$ cat config.mk
export PLATFORM = sky130hd
export DESIGN_NAME = piezo_sound_arbiter
export DESIGN_NICKNAME = d
export VERILOG_FILES = /design/src/rtl/piezo_sound_arbiter_pkg.sv /design/src/rtl/piezo_sound_arbiter_tick_gen.sv /design/src/rtl/piezo_sound_arbiter.sv
export SDC_FILE = /design/constraint.sdc
export NUM_CORES = 1
export LEC_CHECK = 0
export BUFFER_PORTS_ARGS = -buffer_cell sky130_fd_sc_hd__buf_2
export CORE_MARGIN = 10
export CORE_UTILIZATION = 50
export CTS_CLUSTER_SIZE = 10
export DETAILED_ROUTE_END_ITERATION = 8
export PLACE_DENSITY_LB_ADDON = 0.08
export REMOVE_ABC_BUFFERS = 1
export SLEW_MARGIN = 20
export SYNTH_ARGS = -nofsm -noshare
export SYNTH_HDL_FRONTEND = slang
export SYNTH_SLANG_ARGS = --single-unit
export TNS_END_PERCENT = 5
$ cat constraint.sdc
create_clock -name clk -period 3.2 [get_ports clk]
set_clock_uncertainty 0.2 [all_clocks]
set_input_delay 0 -clock clk [delete_from_list [all_inputs] [get_ports clk]]
set_output_delay 0 -clock clk [all_outputs]
set_load 0.01 [all_outputs]
$ cat src/rtl/piezo_sound_arbiter_pkg.sv
// Shared types and constants for the piezo tone arbiter.
// Latency: n/a (package only).
// Backpressure: n/a (package only).
package piezo_arb_pkg;

  localparam int NUM_REQ = 3;
  localparam int NOTE_W  = 4;

  // Requester indices, highest priority first.
  localparam int REQ_MISS = 0;
  localparam int REQ_ECHO = 1;
  localparam int REQ_PLAY = 2;

  localparam logic [NOTE_W-1:0] NOTE_REST = 4'd0;

  typedef enum logic [1:0] {
    IDLE = 2'd0,
    PLAY = 2'd1,
    GAP  = 2'd2
  } state_e;

  // Keep only the lowest set bit, i.e. the highest-priority requester.
  function automatic logic [NUM_REQ-1:0] lowest_one(input logic [NUM_REQ-1:0] m);
    return m & (~m + NUM_REQ'(1));
  endfunction

endpackage

$ cat src/rtl/piezo_sound_arbiter_tick_gen.sv
// Game-tick divider: free-running 0..TICK_DIV-1 counter with one-cycle tick.
// Latency: tick asserted combinationally in the cycle the count reaches TICK_DIV-1.
// Backpressure: none; clear restarts the count from 0 on the next cycle.
module tick_gen
  import piezo_arb_pkg::*;
#(
  parameter int TICK_DIV = 4
) (
  input  logic clk,
  input  logic reset,
  input  logic clear,
  output logic tick
);

  localparam int CW = $clog2(TICK_DIV);

  logic [CW-1:0] cnt_q;

  assign tick = (cnt_q == CW'(TICK_DIV - 1));

  // Count cycles within a tick, wrapping on tick or restarting on clear.
  always_ff @(posedge clk or negedge reset) begin
    if (!reset) begin
      cnt_q <= '0;
    end else if (clear || tick) begin
      cnt_q <= '0;
    end else begin
      cnt_q <= cnt_q + CW'(1);
    end
  end

endmodule

$ cat src/rtl/piezo_sound_arbiter.sv
// Fixed-priority arbiter sharing one piezo between miss, echo and playback tones.
// Latency: accept in cycle N drives piezo_out/grant from N+1; done/dropped are registered pulses.
// Backpressure: req_ready only for the top eligible requester; none during GAP, stop or reset.
module piezo_sound_arbiter
  import piezo_arb_pkg::*;
#(
  parameter int TICK_DIV  = 5_000_000,
  parameter int GAP_TICKS = 1,
  parameter int DUR_W     = 3
) (
  input  logic                        clk,
  input  logic                        reset,
  input  logic [NUM_REQ-1:0]          req_valid,
  input  logic [NUM_REQ*NOTE_W-1:0]   req_note,
  input  logic [NUM_REQ*DUR_W-1:0]    req_dur,
  input  logic                        stop,
  output logic [NUM_REQ-1:0]          req_ready,
  output logic [NOTE_W-1:0]           piezo_out,
  output logic [NUM_REQ-1:0]          grant,
  output logic                        busy,
  output logic [NUM_REQ-1:0]          done,
  output logic [NUM_REQ-1:0]          dropped
);

  localparam int GW = (GAP_TICKS < 2) ? 1 : $clog2(GAP_TICKS + 1);

  state_e               state_q, state_d;
  logic [DUR_W-1:0]     rem_q, rem_d;
  logic [GW-1:0]        gap_q, gap_d;
  logic [NOTE_W-1:0]    piezo_d;
  logic [NUM_REQ-1:0]   grant_d, done_d, dropped_d;
  logic [NUM_REQ-1:0]   elig;
  logic [NOTE_W-1:0]    sel_note;
  logic [DUR_W-1:0]     sel_dur;
  logic                 tick, div_clear, finish, accept;

  tick_gen #(.TICK_DIV(TICK_DIV)) u_tick_gen (
    .clk   (clk),
    .reset (reset),
    .clear (div_clear),
    .tick  (tick)
  );

  assign busy   = (state_q != IDLE);
  // Last tick of the tone; completion beats any preemption landing in the same cycle.
  assign finish = (state_q == PLAY) && tick && (rem_q == DUR_W'(1));

  // Decide who may be accepted this cycle and pick the winner's payload.
  always_comb begin
    elig     = '0;
    sel_note = NOTE_REST;
    sel_dur  = '0;
    if (!stop) begin
      case (state_q)
        IDLE:    elig = req_valid;
        // Only requesters strictly above the owner (lower index) may preempt.
        PLAY:    if (!finish) elig = req_valid & (grant - NUM_REQ'(1));
        default: elig = '0;
      endcase
    end
    req_ready = reset ? lowest_one(elig) : '0;
    for (int i = 0; i < NUM_REQ; i++) begin
      if (req_ready[i]) begin
        sel_note = req_note[NOTE_W*i +: NOTE_W];
        sel_dur  = req_dur[DUR_W*i +: DUR_W];
      end
    end
  end

  // Next-state and next-output logic for the IDLE/PLAY/GAP sequencer.
  always_comb begin
    state_d   = state_q;
    rem_d     = rem_q;
    gap_d     = gap_q;
    piezo_d   = piezo_out;
    grant_d   = grant;
    done_d    = '0;
    dropped_d = '0;
    div_clear = (state_q == IDLE);
    accept    = |req_ready;
    if (stop) begin
      state_d   = IDLE;
      piezo_d   = NOTE_REST;
      grant_d   = '0;
      div_clear = 1'b1;
    end else if (accept) begin
      dropped_d = (state_q == PLAY) ? grant : '0;
      state_d   = PLAY;
      piezo_d   = sel_note;
      grant_d   = req_ready;
      rem_d     = (sel_dur == '0) ? DUR_W'(1) : sel_dur;
      div_clear = 1'b1;
    end else begin
      case (state_q)
        PLAY: begin
          if (finish) begin
            done_d    = grant;
            piezo_d   = NOTE_REST;
            grant_d   = '0;
            gap_d     = GW'(GAP_TICKS);
            state_d   = (GAP_TICKS == 0) ? IDLE : GAP;
            div_clear = 1'b1;
          end else if (tick) begin
            rem_d = rem_q - DUR_W'(1);
          end
        end
        GAP: begin
          if (tick) begin
            if (gap_q == GW'(1)) begin
              state_d   = IDLE;
              div_clear = 1'b1;
            end else begin
              gap_d = gap_q - GW'(1);
            end
          end
        end
        default: ;
      endcase
    end
  end

  // Register sequencer state and all driven outputs.
  always_ff @(posedge clk or negedge reset) begin
    if (!reset) begin
      state_q   <= IDLE;
      rem_q     <= '0;
      gap_q     <= '0;
      piezo_out <= NOTE_REST;
      grant     <= '0;
      done      <= '0;
      dropped   <= '0;
    end else begin
      state_q   <= state_d;
      rem_q     <= rem_d;
      gap_q     <= gap_d;
      piezo_out <= piezo_d;
      grant     <= grant_d;
      done      <= done_d;
      dropped   <= dropped_d;
    end
  end

endmodule

==> results.json, run 1 <==
{
  "setup.worst_path.end": "rem_q[0]$_DFFE_PN0P_",
  "clock_sinks": 42,
  "io_buffers": 43,
  "gr-total-overflow": 0,
  "crit_type": "reg2reg",
  "cts_tree": "yes",
  "fmax_mhz": 329.4,
  "ys_types": 56,
  "clk_path_buf_depth": 2,
  "grt_max_degree": 36,
  "slew_violations": 0,
  "die_area_sq_mm": 0.007906,
  "synth.avg_cell_area_sq_um": 9.978,
  "total_power_mw": 1.684,
  "min_path_type": "in2reg",
  "yosys_warnings": 0,
  "cp-end-kind": "flop",
  "async_reset_ff_share_pct": 100.0,
  "crit_start": "u_tick_gen.cnt_q[15]$_DFF_PN0_",
  "layout-drive-gt1-share_pct": 25.16,
  "ant_nets": 0,
  "synth_top_flop_cell": "dfrtp_1",
  "vias_per_cell": 5.331,
  "numCtsBuffers": 5,
  "cap_violations": 0,
  "die_x_um": 88.92,
  "yosysSeqAreaShare_pct": 44.26,
  "syn_inst": 238,
  "clk_latency_ns": 0.30,
  "rr_startpoint": "u_tick_gen.cnt_q[15]$_DFF_PN0_",
  "postCtsSetupBuffers": 0,
  "dpl_cell_area_sq_mm": 0.002719,
  "pwr-share-seq_pct": 37.7,
  "p_clk_share_pct": 30.0,
  "tightest_slew_ns": 0.5324,
  "status": "completed",
  "synth-seq-cells": 42,
  "die_h_um": 88.92,
  "mostFrequentLayoutCell": "buf_2",
  "arrival_ns": 3.06,
  "vias": 1983,
  "drt_first_pass_iters": 4,
  "final_area_sq_mm": 0.003090,
  "cts_max_level": 2,
  "tns_ns": 0,
  "initial_utilization_pct": 50.95,
  "ios": 44,
  "irDropWorstVdd_v": 0.0003010,
  "grt_pass1_vias": 1960,
  "cp-start-kind": "flop",
  "drc": 0,
  "p_leak_nw": 1.439,
  "r2r_slack_ns": 0.16,
  "core_area_sq_mm": 0.004661,
  "reg2reg_to": "rem_q[0]$_DFFE_PN0P_",
  "path_max_fanout": 6,
  "synth_area_sq_mm": 0.002375,
  "fp-row-count": 25,
  "power_density_mw_per_mm2": 544.8,
  "antenna_found_initial": 0,
  "grt_first_pass_wirelength_mm": 9.273,
  "post-route-min-period_ns": 3.036,
  "area_growth_pct": 30.14,
  "p_comb_share_pct": 32.3,
  "root_buffer": "clkbuf_8",
  "drt-wirelength-per-cell_um": 15.16,
  "hold_viol": 0,
  "nNetsFinal": 351,
  "post-route-period-util_pct": 94.88,
  "swShare_pct": 32.73,
  "wirelength_mm": 5.640,
  "layout_common_cells": "43 x buf_2, 42 x dfrtp_1, 35 x nor2_1, 22 x dlygate4sd3_1, 14 x nand2_1",
  "r2r_cells": 9,
  "setup_viol": 0,
  "p_int_mw": 1.133,
  "drtIter0Drc": 86,
  "grt_usage_pct": 14.73,
  "slew-limit-headroom_pct": 64.18,
  "critPathRequiredTime_ns": 3.22,
  "dp_hpwl_mm": 4.046,
  "fin_util_pct": 66.31,
  "p_sw_mw": 0.5512,
  "diodes": 0,
  "gp_congestion": 0.8310,
  "synth-edff-count": 0,
  "clkSlewWorstSetupHoldPaths_ns": 0.08
}
critical path, stage by stage, from the launching register on:
cell and delay [ns]:
dfrtp_1 0.38, buf_4 0.15, or4b_1 0.50, or4_1 0.44, or2_4 0.29, a32oi_4 0.22, nor4_4 0.07, buf_4 0.16
a2111o_1 0.40, a32oi_1 0.16
what timing repair did:
item,in CTS,in global routing
resized for setup,0,2
endpoints found under the setup margin,0,3
hold buffers,22,0
hold endpoints to repair,52,0
power by group through the flow:
| stage | clock network (mW) | logic [mW] | registers [mW] |
|---|---|---|---|
| 2_1_floorplan | 0 | 0.339 | 0.644 |
| 3_3_place_gp | 0 | 0.515 | 0.643 |
| 3_5_place_dp | 0 | 0.519 | 0.644 |
| 4_1_cts | 0.517 | 0.542 | 0.634 |
| 5_1_grt | 0.537 | 0.609 | 0.644 |
| 6_report | 0.505 | 0.544 | 0.634 |
per-stage QoR:
| step | hold slack (ns) | std cells | worst slack, ns |
|---|---|---|---|
| 4_1_cts | 0.004786 | 372 | 0.07969 |
| 3_5_place_dp | -0.2982 | 342 | 0.08794 |
| 3_3_place_gp | -0.2997 | 342 | 0.1679 |
| 2_1_floorplan | -0.4956 | 232 | -0.08116 |
| 5_1_grt | 0.03324 | 372 | -0.003106 |
| 6_report | 0.006110 | 372 | 0.1638 |
state kept, by name, summed over array words and instances (netlist names):
register and count:
u_tick_gen.cnt_q 23, gap_q 1, rem_q 3, dropped 3, done 3, grant 3, state_q 2, piezo_out 4
layer usage:
layer	vias to the layer above	wire length [um]	track usage [%]
met2	27	2731	24.27
met4	0	51	3.965
li1	1005	-	-
met5	-	0	0
met3	6	203	3.646
met1	945	2655	18.73
cell families after synthesis:
family	after synthesis	synth area share, %
and+or+nand+nor	106	24.61
xor gates and xnor gates	23	8.482
adders and majority gates	7	3.688
DFF	42	44.26
AOI/OAI and AO/OA	41	15.39
buffers and inverters	19	3.583
cell type report:
cell class,count,area (sq um)
fill,369,1570
multi-input combinational,177,1252
sequential,42,1051
timing repair buffer,78,533.0
clock buffer,5,68.82
clock inverter,3,68.82
tap,54,67.56
inverter,13,48.80
worst min-delay path by stage:
stage / startpoint / to / slack, ns / cells past startpoint
CTS: req_dur[5] / rem_q[2]$_DFFE_PN0P_ / 0.005 / 5
global route: req_dur[5] / rem_q[2]$_DFFE_PN0P_ / 0.03 / 5
floorplan: reset / done[0]$_DFF_PN0_ / -0.50 / 0
finish: req_dur[5] / rem_q[2]$_DFFE_PN0P_ / 0.006 / 5
global placement: reset / grant[2]$_DFFE_PN0P_ / -0.30 / 1
detailed placement: reset / rem_q[2]$_DFFE_PN0P_ / -0.30 / 1
synthesized netlist by cell type (all sizes together) (2+ instances only):
library cell,count,share of area [%]
o21ai,8,2.3
nor4bb,2,0.84
or4,2,0.79
xor2,13,4.8
xnor2,10,3.7
nand2,14,2.2
and2,4,1.1
buf,4,1.2
a32o,4,1.7
nand4,5,1.3
nor2,35,5.5
or3b,3,1.1
a21oi,4,1.3
inv,13,2.1
nand2b,5,1.3
a21o,6,1.9
dfrtp,42,44
and3,8,2.1
nor4,3,1.4
ha,7,3.7
clkbuf,2,0.32
nand3,10,2.1
a221o,4,1.7
or2,3,0.79
a32oi,3,1.4
nor3b,2,0.84
nor3,3,0.63
or4b,2,0.84
No activity file was read; power rests on OpenSTA's default activity.
==> run 2: changes to the inputs <==
- CORE_UTILIZATION: 50 -> 40
==> run 2 against run 1 <==
Fmax is 1.7% lower. Count of clock-buffer cells in the layout stayed put. Worst setup slack got worse by 0.052 ns. Die area up 19%.
==> results.json, run 2 (synthesis results as in run 1) <==
{
  "status": "completed",
  "drt-wirelength-per-cell_um": 15.26,
  "vias_per_cell": 5.109,
  "p_sw_mw": 0.5660,
  "p_comb_share_pct": 36.5,
  "final_area_sq_mm": 0.003092,
  "post-route-min-period_ns": 3.088,
  "largest_registers": "u_tick_gen.cnt_q (23), piezo_out (4)",
  "p_clk_share_pct": 22.6,
  "hold_viol": 0,
  "diodes": 0,
  "dp_hpwl_mm": 4.299,
  "drt_first_pass_iters": 6,
  "critPathRequiredTime_ns": 3.22,
  "nNetsFinal": 352,
  "gr-total-overflow": 0,
  "ant_nets": 0,
  "r2r_slack_ns": 0.11,
  "pwr-share-seq_pct": 40.9,
  "clk_latency_ns": 0.30,
  "cp-start-kind": "flop",
  "r2r_cells": 9,
  "grt_first_pass_wirelength_mm": 10.30,
  "mostFrequentLayoutCell": "buf_2",
  "slew_violations": 0,
  "cts_tree": "yes",
  "die_h_um": 97.05,
  "cts_max_level": 2,
  "clk_path_buf_depth": 2,
  "arrival_ns": 3.11,
  "grt_usage_pct": 13.02,
  "grt_max_degree": 32,
  "slew-limit-headroom_pct": 61.68,
  "reg2reg_to": "rem_q[0]$_DFFE_PN0P_",
  "path_max_fanout": 5,
  "root_buffer": "clkbuf_8",
  "vias": 2013,
  "top_register": "u_tick_gen.cnt_q",
  "ios": 44,
  "swShare_pct": 36.51,
  "largest_reg_flops": 23,
  "initial_utilization_pct": 40.59,
  "irDropWorstVdd_v": 0.0003085,
  "place_inst": 362,
  "setup.worst_path.end": "rem_q[0]$_DFFE_PN0P_",
  "setup_viol": 0,
  "clock_sinks": 42,
  "antenna_found_initial": 0,
  "crit_type": "reg2reg",
  "cap_violations": 0,
  "post-route-period-util_pct": 96.51,
  "power_density_mw_per_mm2": 501.4,
  "rr_startpoint": "u_tick_gen.cnt_q[15]$_DFF_PN0_",
  "die_area_sq_mm": 0.009419,
  "die_x_um": 97.05,
  "drtIter0Drc": 71,
  "io_buffers": 43,
  "tightest_slew_ns": 0.5730,
  "drc": 0,
  "rsz0062_at_grt": "true",
  "core_area_sq_mm": 0.005851,
  "grt_pass1_vias": 2057,
  "p_int_mw": 0.9843,
  "clkSlewWorstSetupHoldPaths_ns": 0.09,
  "numCtsBuffers": 5,
  "p_leak_nw": 1.422,
  "crit_start": "u_tick_gen.cnt_q[15]$_DFF_PN0_",
  "min_path_type": "in2reg",
  "fp-row-count": 28,
  "layout_common_cells": "43 x buf_2, 42 x dfrtp_1, 35 x nor2_1, 22 x dlygate4sd3_1, 14 x nand2_1",
  "dpl_cell_area_sq_mm": 0.002738,
  "gp_congestion": 0.8165,
  "wirelength_mm": 6.011,
  "area_growth_pct": 30.19,
  "layout-drive-gt1-share_pct": 25.71,
  "fmax_mhz": 323.8,
  "stdcell_count": 394,
  "cp-end-kind": "flop"
}
==> run 2: cell types whose count changed in the layout (fill, tap and decap cells not counted) <==
| cell | previous run | this run |
|---|---|---|
| buf_6 | 0 | 1 |
| bufinv_16 | 2 | 0 |
| or4_1 | 1 | 0 |
| or4_4 | 1 | 2 |
| o21ai_4 | 1 | 2 |
| clkinvlp_4 | 0 | 1 |
| clkinv_2 | 0 | 1 |
| o21ai_2 | 1 | 0 |
==> run 2: worst min-delay path by stage <==
stage                from                    to  slack [ns]  cells past startpoint
3_5_place_dp        reset  rem_q[2]$_DFFE_PN0P_       -0.25                      1
5_1_grt        req_dur[5]  rem_q[2]$_DFFE_PN0P_        0.10                      5
3_3_place_gp        reset  rem_q[2]$_DFFE_PN0P_       -0.25                      1
6_report       req_dur[5]  rem_q[2]$_DFFE_PN0P_        0.04                      5
4_1_cts        req_dur[5]  rem_q[2]$_DFFE_PN0P_        0.03                      5
2_1_floorplan       reset     done[0]$_DFF_PN0_       -0.50                      0
==> run 2: timing repair <==
action / in CTS / in global routing
hold endpoints to repair: 52 / 0
hold buffers: 22 / 0
endpoints found under the setup margin: 0 / 10
setup buffers: 0 / 2
gates resized for setup: 0 / 5
==> run 2: area by class of cell <==
| class | count | area [sq um] |
|---|---|---|
| Timing Repair Buffer | 79 | 544.3 |
| Sequential cell | 42 | 1051 |
| Multi-Input combinational cell | 177 | 1264 |
| Fill cell | 543 | 2759 |
| Tap cell | 75 | 93.84 |
| Clock inverter | 3 | 21.27 |
| Clock buffer | 5 | 68.82 |
| Inverter | 13 | 48.80 |
==> run 2: worst max-delay path, cell delays in order, from the launching register on <==
cell and delay [ns]:
dfrtp_1 0.39, buf_6 0.13, or4b_1 0.52, or4_4 0.43, or2_4 0.26, a32oi_4 0.27, nor4_4 0.08, buf_4 0.15
a2111o_1 0.40, a32oi_1 0.19
==> run 2: metrics by stage <==
step | utilization (%) | setup slack (ns) | hold WS, ns | total power [mW] | TNS, ns
after floorplan | - | -0.08116 | -0.4956 | 0.9830 | -1.926
after global placement | 46.79 | 0.1402 | -0.2504 | 1.169 | 0
after detailed placement | 46.79 | 0.09391 | -0.2498 | 1.172 | 0
after CTS | 52.10 | 0.07185 | 0.02645 | 1.546 | 0
after global routing | 52.84 | -0.004736 | 0.1039 | 1.676 | -0.004736
final | 52.84 | 0.1117 | 0.04164 | 1.550 | 0
==> run 2: power by group through the flow <==
stage                     Clock, mW  Combinational, mW  Sequential [mW]
after floorplan                   0              0.339            0.644
after global placement            0              0.526            0.644
after detailed placement          0              0.526            0.646
after CTS                     0.361              0.550            0.635
after global routing          0.387              0.645            0.645
final                         0.350              0.566            0.634
==> run 2: metal layers <==
layer  global-route usage [%]  up-vias  share of wire (%)
li1                         -     1005                  -
met1                    17.39      971                 48
met2                    20.32       30                 48
met3                    3.129        7                3.4
met4                    3.632        0                1.1
met5                        0        -                  0
